$ cat src/rtl/pwm_bank_pkg.sv
// pwm_bank_pkg: shared constants for the multi-channel PWM bank.
//   - CTRL register bit positions (RUN, CENTER, INV).
//   - Register address offsets, expressed as functions of the channel count
//     so every instance size shares one register map definition.
package pwm_bank_pkg;

   // CTRL register bit positions
   localparam int CTRL_RUN    = 0;
   localparam int CTRL_CENTER = 1;
   localparam int CTRL_INV    = 2;
   localparam int CTRL_BITS   = 3;

   // Duty shadow registers occupy addresses DUTY_BASE .. DUTY_BASE+NUM_CH-1
   localparam int DUTY_BASE = 0;

   function automatic int ctrl_ofs(input int num_ch);
      return num_ch;
   endfunction

   function automatic int presc_ofs(input int num_ch);
      return num_ch + 1;
   endfunction

endpackage

$ cat src/rtl/pwm_bank_channel.sv
// pwm_channel: one PWM output lane.
//   Holds the double-buffered duty pair (shadow written by the bus, active
//   used for compare), the compare against the shared counter and the
//   registered output.
// Ports:
//   clk, rst       clock, asynchronous active-high reset
//   wr_i, wdata_i  shadow write strobe / data
//   cnt_i          shared period counter value
//   boundary_i     period boundary: load active from shadow
//   run_i          RUN bit; when low, active tracks shadow and output idles
//   inv_i          output inversion
//   shadow_o       shadow value for register readback
//   pwm_o          registered PWM output
module pwm_channel #(
   parameter int WIDTH = 8
) (
   input  logic             clk,
   input  logic             rst,
   input  logic             wr_i,
   input  logic [WIDTH-1:0] wdata_i,
   input  logic [WIDTH-1:0] cnt_i,
   input  logic             boundary_i,
   input  logic             run_i,
   input  logic             inv_i,
   output logic [WIDTH-1:0] shadow_o,
   output logic             pwm_o
);

   localparam logic [WIDTH-1:0] MAX = '1;

   logic [WIDTH-1:0] shadow_q, shadow_d;
   logic [WIDTH-1:0] active_q, active_d;
   logic             pwm_q, pwm_d;
   logic             raw;

   always_comb begin
      shadow_d = wr_i ? wdata_i : shadow_q;
      // Active samples the pre-write shadow, so a write landing in the
      // boundary cycle only takes effect one period later.
      active_d = (!run_i || boundary_i) ? shadow_q : active_q;
      // Full-scale duty must be solid high; plain cnt < MAX would drop a cycle.
      raw      = (active_q == MAX) || (cnt_i < active_q);
      pwm_d    = run_i ? (raw ^ inv_i) : inv_i;
   end

   always_ff @(posedge clk or posedge rst) begin
      if (rst) begin
         shadow_q <= '0;
         active_q <= '0;
         pwm_q    <= 1'b0;
      end else begin
         shadow_q <= shadow_d;
         active_q <= active_d;
         pwm_q    <= pwm_d;
      end
   end

   assign shadow_o = shadow_q;
   assign pwm_o    = pwm_q;

endmodule

$ cat src/rtl/pwm_bank.sv
// pwm_bank: parametrised multi-channel PWM peripheral.
//   Register port (DUTY shadows, CTRL, PRESC), shared prescaler and
//   period counter with edge- and center-aligned counting, NUM_CH lanes.
// Ports:
//   clk, rst     clock, asynchronous active-high reset
//   we           register write strobe
//   addr         register address (read and write)
//   wdata        write data
//   rdata        combinational readback of the addressed register
//   pwm_out      registered PWM outputs, one per channel
//   period_tick  one-cycle pulse aligned with the first output of a period
module pwm_bank
   import pwm_bank_pkg::*;
#(
   parameter  int NUM_CH = 4,
   parameter  int WIDTH  = 8,
   localparam int ADDR_W = $clog2(NUM_CH) + 1
) (
   input  logic              clk,
   input  logic              rst,
   input  logic              we,
   input  logic [ADDR_W-1:0] addr,
   input  logic [WIDTH-1:0]  wdata,
   output logic [WIDTH-1:0]  rdata,
   output logic [NUM_CH-1:0] pwm_out,
   output logic              period_tick
);

   localparam logic [WIDTH-1:0] MAX = '1;

   // Counter direction FSM
   localparam logic [1:0] S_IDLE = 2'd0;
   localparam logic [1:0] S_UP   = 2'd1;
   localparam logic [1:0] S_DOWN = 2'd2;

   localparam logic [ADDR_W-1:0] A_CTRL  = ADDR_W'(ctrl_ofs(NUM_CH));
   localparam logic [ADDR_W-1:0] A_PRESC = ADDR_W'(presc_ofs(NUM_CH));

   logic [CTRL_BITS-1:0] ctrl_q, ctrl_d;
   logic [WIDTH-1:0]     presc_q, presc_d;
   logic [WIDTH-1:0]     pcnt_q, pcnt_d;
   logic [WIDTH-1:0]     cnt_q, cnt_d;
   logic [1:0]           st_q, st_d;
   logic                 bnd_q, tick_q, tick_d;

   logic                 run, center, inv;
   logic                 ctrl_wr, presc_wr;
   logic                 tick, boundary;

   logic [NUM_CH-1:0]             duty_wr;
   logic [NUM_CH-1:0][WIDTH-1:0]  shadow_w;

   assign run      = ctrl_q[CTRL_RUN];
   assign center   = ctrl_q[CTRL_CENTER];
   assign inv      = ctrl_q[CTRL_INV];
   assign ctrl_wr  = we && (addr == A_CTRL);
   assign presc_wr = we && (addr == A_PRESC);

   always_comb begin
      ctrl_d  = ctrl_wr  ? wdata[CTRL_BITS-1:0] : ctrl_q;
      presc_d = presc_wr ? wdata : presc_q;
   end

   // Prescaler: >= rather than == so a PRESC lowered mid-count below the
   // current pcnt ticks at once instead of wrapping the whole range.
   always_comb begin
      tick   = run && (pcnt_q >= presc_q);
      pcnt_d = (run && !tick) ? pcnt_q + 1'b1 : '0;
   end

   // Period counter / direction
   always_comb begin
      cnt_d    = cnt_q;
      st_d     = st_q;
      boundary = 1'b0;
      if (!run) begin
         cnt_d = '0;
         st_d  = S_IDLE;
      end else begin
         if (st_q == S_IDLE) st_d = S_UP;
         if (tick) begin
            if (!center) begin
               cnt_d    = cnt_q + 1'b1;
               st_d     = S_UP;
               boundary = (cnt_q == MAX);
            end else if (st_q == S_DOWN) begin
               if (cnt_q == '0) begin
                  // only reachable via a mode change; resume upward
                  cnt_d = cnt_q + 1'b1;
               end else begin
                  cnt_d    = cnt_q - 1'b1;
                  boundary = (cnt_q == WIDTH'(1));
               end
               if (cnt_q <= WIDTH'(1)) st_d = S_UP;
            end else begin
               if (cnt_q == MAX) begin
                  cnt_d = MAX - 1'b1;
                  st_d  = S_DOWN;
               end else begin
                  cnt_d = cnt_q + 1'b1;
                  st_d  = S_UP;
               end
            end
         end
         // A CENTER change mid-run keeps cnt but restarts the direction upward.
         if (ctrl_wr && (wdata[CTRL_CENTER] != center)) st_d = S_UP;
      end
   end

   // Boundary is delayed two stages so the pulse lines up with the first
   // registered output computed from the new period's cnt = 0.
   assign tick_d = bnd_q && run;

   always_ff @(posedge clk or posedge rst) begin
      if (rst) begin
         ctrl_q  <= '0;
         presc_q <= '0;
         pcnt_q  <= '0;
         cnt_q   <= '0;
         st_q    <= S_IDLE;
         bnd_q   <= 1'b0;
         tick_q  <= 1'b0;
      end else begin
         ctrl_q  <= ctrl_d;
         presc_q <= presc_d;
         pcnt_q  <= pcnt_d;
         cnt_q   <= cnt_d;
         st_q    <= st_d;
         bnd_q   <= boundary;
         tick_q  <= tick_d;
      end
   end

   assign period_tick = tick_q;

   for (genvar n = 0; n < NUM_CH; n++) begin : g_ch
      assign duty_wr[n] = we && (addr == ADDR_W'(DUTY_BASE + n));

      pwm_channel #(.WIDTH(WIDTH)) u_ch (
         .clk        (clk),
         .rst        (rst),
         .wr_i       (duty_wr[n]),
         .wdata_i    (wdata),
         .cnt_i      (cnt_q),
         .boundary_i (boundary),
         .run_i      (run),
         .inv_i      (inv),
         .shadow_o   (shadow_w[n]),
         .pwm_o      (pwm_out[n])
      );
   end

   always_comb begin
      rdata = '0;
      for (int n = 0; n < NUM_CH; n++) begin
         if (addr == ADDR_W'(DUTY_BASE + n)) rdata = shadow_w[n];
      end
      if (addr == A_CTRL)  rdata = WIDTH'(ctrl_q);
      if (addr == A_PRESC) rdata = presc_q;
   end

endmodule

$ cat config.mk
export PLATFORM = sky130hd
export DESIGN_NAME = pwm_bank
export DESIGN_NICKNAME = d
export VERILOG_FILES = /design/src/rtl/pwm_bank_pkg.sv /design/src/rtl/pwm_bank_channel.sv /design/src/rtl/pwm_bank.sv
export SDC_FILE = /design/constraint.sdc
export NUM_CORES = 1
export LEC_CHECK = 0
export CAP_MARGIN = 5
export CORE_AREA = 2 2 117 119
export DETAILED_ROUTE_END_ITERATION = 10
export DIE_AREA = 0 0 119 121
export PLACE_DENSITY = 0.67
export RECOVER_POWER = 25
export SYNTH_ARGS = -nofsm -noshare
export SYNTH_HDL_FRONTEND = slang
export SYNTH_SLANG_ARGS = --single-unit
$ cat constraint.sdc
create_clock -name clk -period 3.35 [get_ports clk]
set_clock_uncertainty 0.05 [all_clocks]
set_input_delay 0.335 -clock clk [delete_from_list [all_inputs] [get_ports clk]]
set_output_delay 0.335 -clock clk [all_outputs]
set_load 0.05 [all_outputs]
==> impl_metrics.csv, run 1 <==
group,metric,value,unit
power,peakVddDrop,0.0003240,V
critical_path,crit_required,2.96,ns
synth,synth_area_per_cell,11.35,µm²
synth,yosys.area.top_type_share,42.72,%
cts,path_clk_slew,0.06,ns
floorplanning,pin_count,27,
critical_path,critPathLaunchType,"input port",
final_layout,finalNonFillerCells,712,
floorplanning,start_util,44.32,%
routing,ant_nets,0,
grt,grt_pass1_vias,4088,
synth,muxShareOfSynthArea,19.68,%
sta,maxSlewViolCount,49,
synth,synth_area_leader_cell,"dfrtp_1",
final_layout,nets,585,
synth,synthFlopType,"dfrtp_1",
sta,fin_setup_tns,0,ns
critical_path,worstSetupPathType,"input port to output port",
sta,clock.fmax,0.3706,GHz
synth,ys_ff_latch,99,
grt,grt_max_degree,50,
synth,synth_most_common_cell,"dfrtp_1",
placed_design,place_congestion,0.9013,
sta,tightest_slew,2.246,ns
power,p_per_area,617.2,nW/µm²
synth,syn_nets,565,
cts,cts_buffers,9,
synth,synth_cell_types,63,
synth,yosysWarnings,0,
cts,cts_sinks,99,
grt,grt_pass1_wl,21420,µm
sta,finalHoldViolations,0,
cts,cts_max_path_buffers,2,
synth,netlist_top_cells_area,"dfrtp_1 (43%), mux2_2 (8.9%), ha_1 (8.6%)",
min_path,hold_path.class,"flop to flop",
run,drv_cap,1,
cts,cts_hold_buffers,0,
sta,hold_slack,0.4043,ns
routing,vias_per_cell,5.663,
final_layout,syn_to_final_growth,12.13,%
cts,cts_root_buf,"clkbuf_16",
sta,setup_viol,0,
cts,post_cts_resized,0,
floorplanning,die_w,119,µm
floorplanning,row_count,42,
routing,wl_per_cell,18.11,µm
placed_design,io_buffers,26,
cts,cts_tree,"yes",
synth,synthAdderAreaFrac,8.630,%
floorplanning,die_h,121,µm
critical_path,worst-path-buf-inv,2,
synth,synth_compound_area_share,11.41,%
routing,first_pass_iters,5,
sta,rsz0062_at_grt,"no",
synth,synth_area,5799,µm²
synth,synth-edff-count,0,
synth,ys_seq_area_share,42.72,%
routing,drc,0,
sta,slew_headroom,-50.59,%
synth,synth_commonest_cells,"dfrtp_1 (99), inv_1 (47), mux2_2 (46)",
sta,finalCriticalPeriod,2.698,ns
floorplanning,coreArea,13090,µm²
critical_path,cp_slowest_stage_delay,0.93,ns
critical_path,crit_slowest_cell,"clkdlybuf4s50_1",
cts,htreeDepth,3,
run_status,violations,"capacitance limit, slew limit",
grt,grt-ovfl-total,0,
synth,synth_top_family_by_area,"multiplexers",
critical_path,path_max_fanout,18,
cts,cts_setup_buffers,0,
placed_design,dp.cells,696,
sta,fin_crit_sh,80.54,%
critical_path,end_kind,"output port",
grt,antenna_found_initial,0,
final_layout,drive_above_1_share,22.01,%
final_layout,fill_cells,1151,
critical_path,cp_data_arrival_time,2.31,ns
final_layout,antenna_cells,0,
placed_design,dpl.hpwl,9551,µm
synth,syn_inst,511,
synth,async_flop_share,100.0,%
synth,synth-xor-area-share,1.661,%
final_layout,final_core_util,49.69,%
critical_path,crit_chain,"clkdlybuf4s50_1 > mux2_2 > a21oi_1 > o221ai_1 > buf_4",
run_status,outcome,"complete, but fails checks",
critical_path,cp_top_family,"buffers and inverters",
routing,drtIter0Drc,170,
routing,routed_wl,12890,µm
synth,synth-simple-area-share,10.46,%
cts,insertion_delay,0.34,ns
grt,track_usage,19.13,%
routing,vias,4032,
power,leakage,3.015,nW
floorplanning,die_area,14400,µm²
==> final timing paths <==
path                                           from  slack (ns)                                   end  cells past startpoint
max in group asynchronous                       rst        1.14                presc_q[4]$_DFFE_PP0P_                      3
worst max-delay path                        addr[1]        0.65                              rdata[0]                      5
min in group asynchronous                       rst        1.00  g_ch[3].u_ch.shadow_o[4]$_DFFE_PP0P_                      2
worst max register to register  pcnt_q[0]$_DFF_PP0_        0.65  g_ch[2].u_ch.active_q[7]$_DFFE_PP0P_                      8
worst min-delay path                bnd_q$_DFF_PP0_        0.40                 period_tick$_DFF_PP0_                      1
worst min register to register      bnd_q$_DFF_PP0_        0.40                 period_tick$_DFF_PP0_                      1
==> kinds of logic after synthesis <==
logic type | count (synthesis)
xor+xnor | 11
buf+inv | 73
compound gates | 94
mux | 88
simple gates | 106
fa+ha+maj | 40
flops | 99
==> area by class of cell <==
class / instances / area (µm²) / share of cell area, %
flip-flops and latches: 99 / 2477 / 38.10
multi-input cells: 339 / 3019 / 46.43
clock buffers: 11 / 242.7 / 3.733
inverters: 47 / 177.7 / 2.732
repair buffers: 35 / 329.1 / 5.061
well taps: 176 / 220.2 / 3.387
clock inverters: 5 / 36.28 / 0.5580
==> state kept, by name, summed over array words and instances (netlist names) <==
signal / cells
g_ch.u_ch.pwm_o: 4
ctrl_q: 3
st_q: 2
pcnt_q: 8
g_ch.u_ch.shadow_o: 32
bnd_q: 1
period_tick: 1
presc_q: 8
cnt_q: 8
g_ch.u_ch.active_q: 32
==> cells in the final DEF, fill, tap and decap left out, types with 8 or more instances in the layout <==
| master | Yosys | routed |
|---|---|---|
| o22ai_1 | 8 | 8 |
| inv_1 | 47 | 46 |
| clkbuf_16 | 0 | 9 |
| and3_1 | 8 | 8 |
| a21o_1 | 9 | 9 |
| a21oi_1 | 11 | 11 |
| dfrtp_1 | 99 | 99 |
| clkdlybuf4s50_1 | 0 | 17 |
| nand3_1 | 9 | 9 |
| nand2b_1 | 10 | 10 |
| o21ai_0 | 13 | 13 |
| ha_1 | 40 | 40 |
| nand4_1 | 21 | 21 |
| nor2_1 | 15 | 15 |
| nand2_1 | 19 | 19 |
| buf_4 | 4 | 14 |
| mux2_2 | 46 | 46 |
| mux2_4 | 30 | 30 |
==> metrics by stage <==
stage	instance area, µm²	worst slack, ns	power (mW)
floorplan	5799	0.3746	2.708
global placement	6228	0.6350	2.995
detailed placement	6228	0.6115	3.054
CTS	6507	0.6548	4.031
global route	6502	0.5019	4.259
finish	6502	0.6518	4.013
==> where the power goes <==
part / internal, mW / switching [mW]
combinational: 0.626 / 0.594
sequential: 1.50 / 0.313
clock: 0.527 / 0.456
==> layer usage <==
layer  track usage (%)  share of wire (%)
met4             5.580                1.7
met2             30.78                 46
met3             3.055                3.6
met1             26.80                 49
met5                 0                  0
No activity file was read; power rests on OpenSTA's default activity.
==> run 2: changes to the inputs <==
--- a/config.mk
+++ b/config.mk
@@ -9,7 +9,7 @@
 export CORE_AREA = 2 2 117 119
 export DETAILED_ROUTE_END_ITERATION = 10
 export DIE_AREA = 0 0 119 121
-export PLACE_DENSITY = 0.67
+export PLACE_DENSITY = 0.7
 export RECOVER_POWER = 25
 export SYNTH_ARGS = -nofsm -noshare
 export SYNTH_HDL_FRONTEND = slang
==> constraint.sdc (replaced) <==
create_clock -name clk -period 2.4 [get_ports clk]
set_clock_uncertainty 0.05 [all_clocks]
set_input_delay 0.24 -clock clk [delete_from_list [all_inputs] [get_ports clk]]
set_output_delay 0.24 -clock clk [all_outputs]
set_load 0.05 [all_outputs]
==> impl_metrics.csv, run 2 (synthesis results as in run 1) <==
group,metric,value,unit
power,p_per_area,873.2,nW/µm²
placed_design,io_buffers,26,
critical_path,path_max_fanout,8,
power,intPower,3.944,mW
cts,cts_buffers,9,
final_layout,multi_input_area,3058,µm²
grt,grt_max_degree,100,
critical_path,worstSetupPathType,"flop to flop",
routing,drc,0,
routing,first_pass_iters,5,
routing,vias_per_cell,5.662,
sta,finalCriticalPeriod,2.338,ns
final_layout,syn_to_final_growth,18.17,%
sta,maxSlewViolCount,0,
sta,rsz0062_at_grt,"yes",
placed_design,dpl.hpwl,9964,µm
final_layout,mostFrequentLayoutCell,"dfrtp_1",
power,clkPwrFrac,25.1,%
power,leakage,3.189,nW
power,peakVddDrop,0.0005683,V
power,total_power,5.984,mW
final_layout,seq_area,2477,µm²
power,seq_power_share,42.1,%
routing,drtIter0Drc,233,
cts,cts_root_buf,"clkbuf_16",
sta,worst_slack,0.06164,ns
sta,tightest_slew,1.336,ns
final_layout,nets,609,
floorplanning,pin_count,27,
floorplanning,die_h,121,µm
sta,slew_headroom,10.94,%
sta,clock.fmax,0.4277,GHz
final_layout,mostFrequentLayoutCells,"dfrtp_1 (99), mux2_2 (46), inv_1 (46), ha_1 (40), mux2_4 (30)",
final_layout,finalNonFillerCells,736,
grt,antenna_found_initial,0,
final_layout,drive_above_1_share,25.89,%
final_layout,antenna_cells,0,
critical_path,crit_required,2.60,ns
cts,cts_sinks,99,
cts,cts_tree,"yes",
final_layout,fill_cells,1110,
run,drv_cap,0,
floorplanning,start_util,44.32,%
routing,vias,4167,
sta,fin_crit_sh,97.43,%
cts,cts_hold_buffers,0,
power,combPwrFrac,32.7,%
power,switching_share,34.10,%
min_path,hold_path.class,"flop to flop",
placed_design,place_congestion,0.8907,
cts,cts_max_path_buffers,2,
floorplanning,die_w,119,µm
grt,grt-ovfl-total,0,
floorplanning,coreArea,13090,µm²
grt,grt_pass1_wl,22660,µm
placed_design,pre_cts_slack,0.001287,ns
routing,ant_nets,0,
placed_design,dp.cells,716,
grt,grt_pass1_vias,4378,
critical_path,critPathLaunchType,"flop",
critical_path,cp_data_arrival_time,2.54,ns
routing,wl_per_cell,18.82,µm
sta,fin_setup_tns,0,ns
power,switching_power,2.040,mW
cts,insertion_delay,0.36,ns
critical_path,end_kind,"flop",
floorplanning,die_area,14400,µm²
cts,path_clk_slew,0.07,ns
grt,track_usage,20.22,%
floorplanning,row_count,42,
run_status,outcome,"finished clean",
routing,routed_wl,13850,µm
sta,setup_viol,0,
cts,htreeDepth,3,
sta,finalHoldViolations,0,
run 2: final cells by class:
class	count	area share, %
clock inverters	6	1.132
flip-flops and latches	99	36.15
multi-input cells	339	44.62
inverters	47	2.629
repair buffers	59	8.910
well taps	176	3.213
clock buffers	10	3.341
run 2: path summary, 6_finish.rpt:
check | startpoint | end | slack, ns | depth (start not counted)
max in group asynchronous | rst | pcnt_q[0]$_DFF_PP0_ | 0.66 | 3
min in group asynchronous | rst | g_ch[3].u_ch.shadow_o[3]$_DFFE_PP0P_ | 0.81 | 3
min | bnd_q$_DFF_PP0_ | period_tick$_DFF_PP0_ | 0.41 | 1
min reg2reg | bnd_q$_DFF_PP0_ | period_tick$_DFF_PP0_ | 0.41 | 1
max reg2reg | presc_q[0]$_DFFE_PP0P_ | g_ch[3].u_ch.active_q[3]$_DFFE_PP0P_ | 0.06 | 8
max | presc_q[0]$_DFFE_PP0P_ | g_ch[3].u_ch.active_q[3]$_DFFE_PP0P_ | 0.06 | 8
run 2: power by group through the flow:
| stage | Clock [mW] | Sequential [mW] | Combinational, mW |
|---|---|---|---|
| 2_1_floorplan | 0 | 2.34 | 1.44 |
| 3_3_place_gp | 0 | 2.51 | 1.77 |
| 3_5_place_dp | 0 | 2.54 | 1.85 |
| 4_1_cts | 1.53 | 2.51 | 1.87 |
| 5_1_grt | 1.60 | 2.58 | 2.13 |
| 6_report | 1.50 | 2.52 | 1.96 |
run 2: per-layer routing:
metal | global-route usage (%) | share of wire [%]
met1 | 27.46 | 45
met2 | 32.26 | 47
met3 | 3.195 | 5.2
met4 | 8.631 | 2.6
met5 | 0 | 0
run 2: per-stage QoR:
stage                     hold slack (ns)  area [µm²]  util, %
after global placement             0.3933        6455    49.33
after global routing               0.4607        6853    52.37
after detailed placement           0.4040        6455    49.33
after CTS                          0.3617        6763    51.68
final                              0.4138        6853    52.37
after floorplan                    0.3068        5803        -
run 2: repair_timing:
item / CTS / global route
buffers inserted: 0 / 1
gates resized for setup: 1 / 5
endpoints found under the setup margin: 1 / 33
cloned: 0 / 3
pin swaps: 0 / 2
run 2: worst max-delay path, stage by stage (launching register included):
cell and delay (ns):
dfrtp_1 0.39, ha_1 0.29, nand2b_4 0.15, a2111oi_4 0.27, buf_4 0.17, o31ai_4 0.06
a21oi_4 0.31, clkbuf_16 0.24, mux2_4 0.30
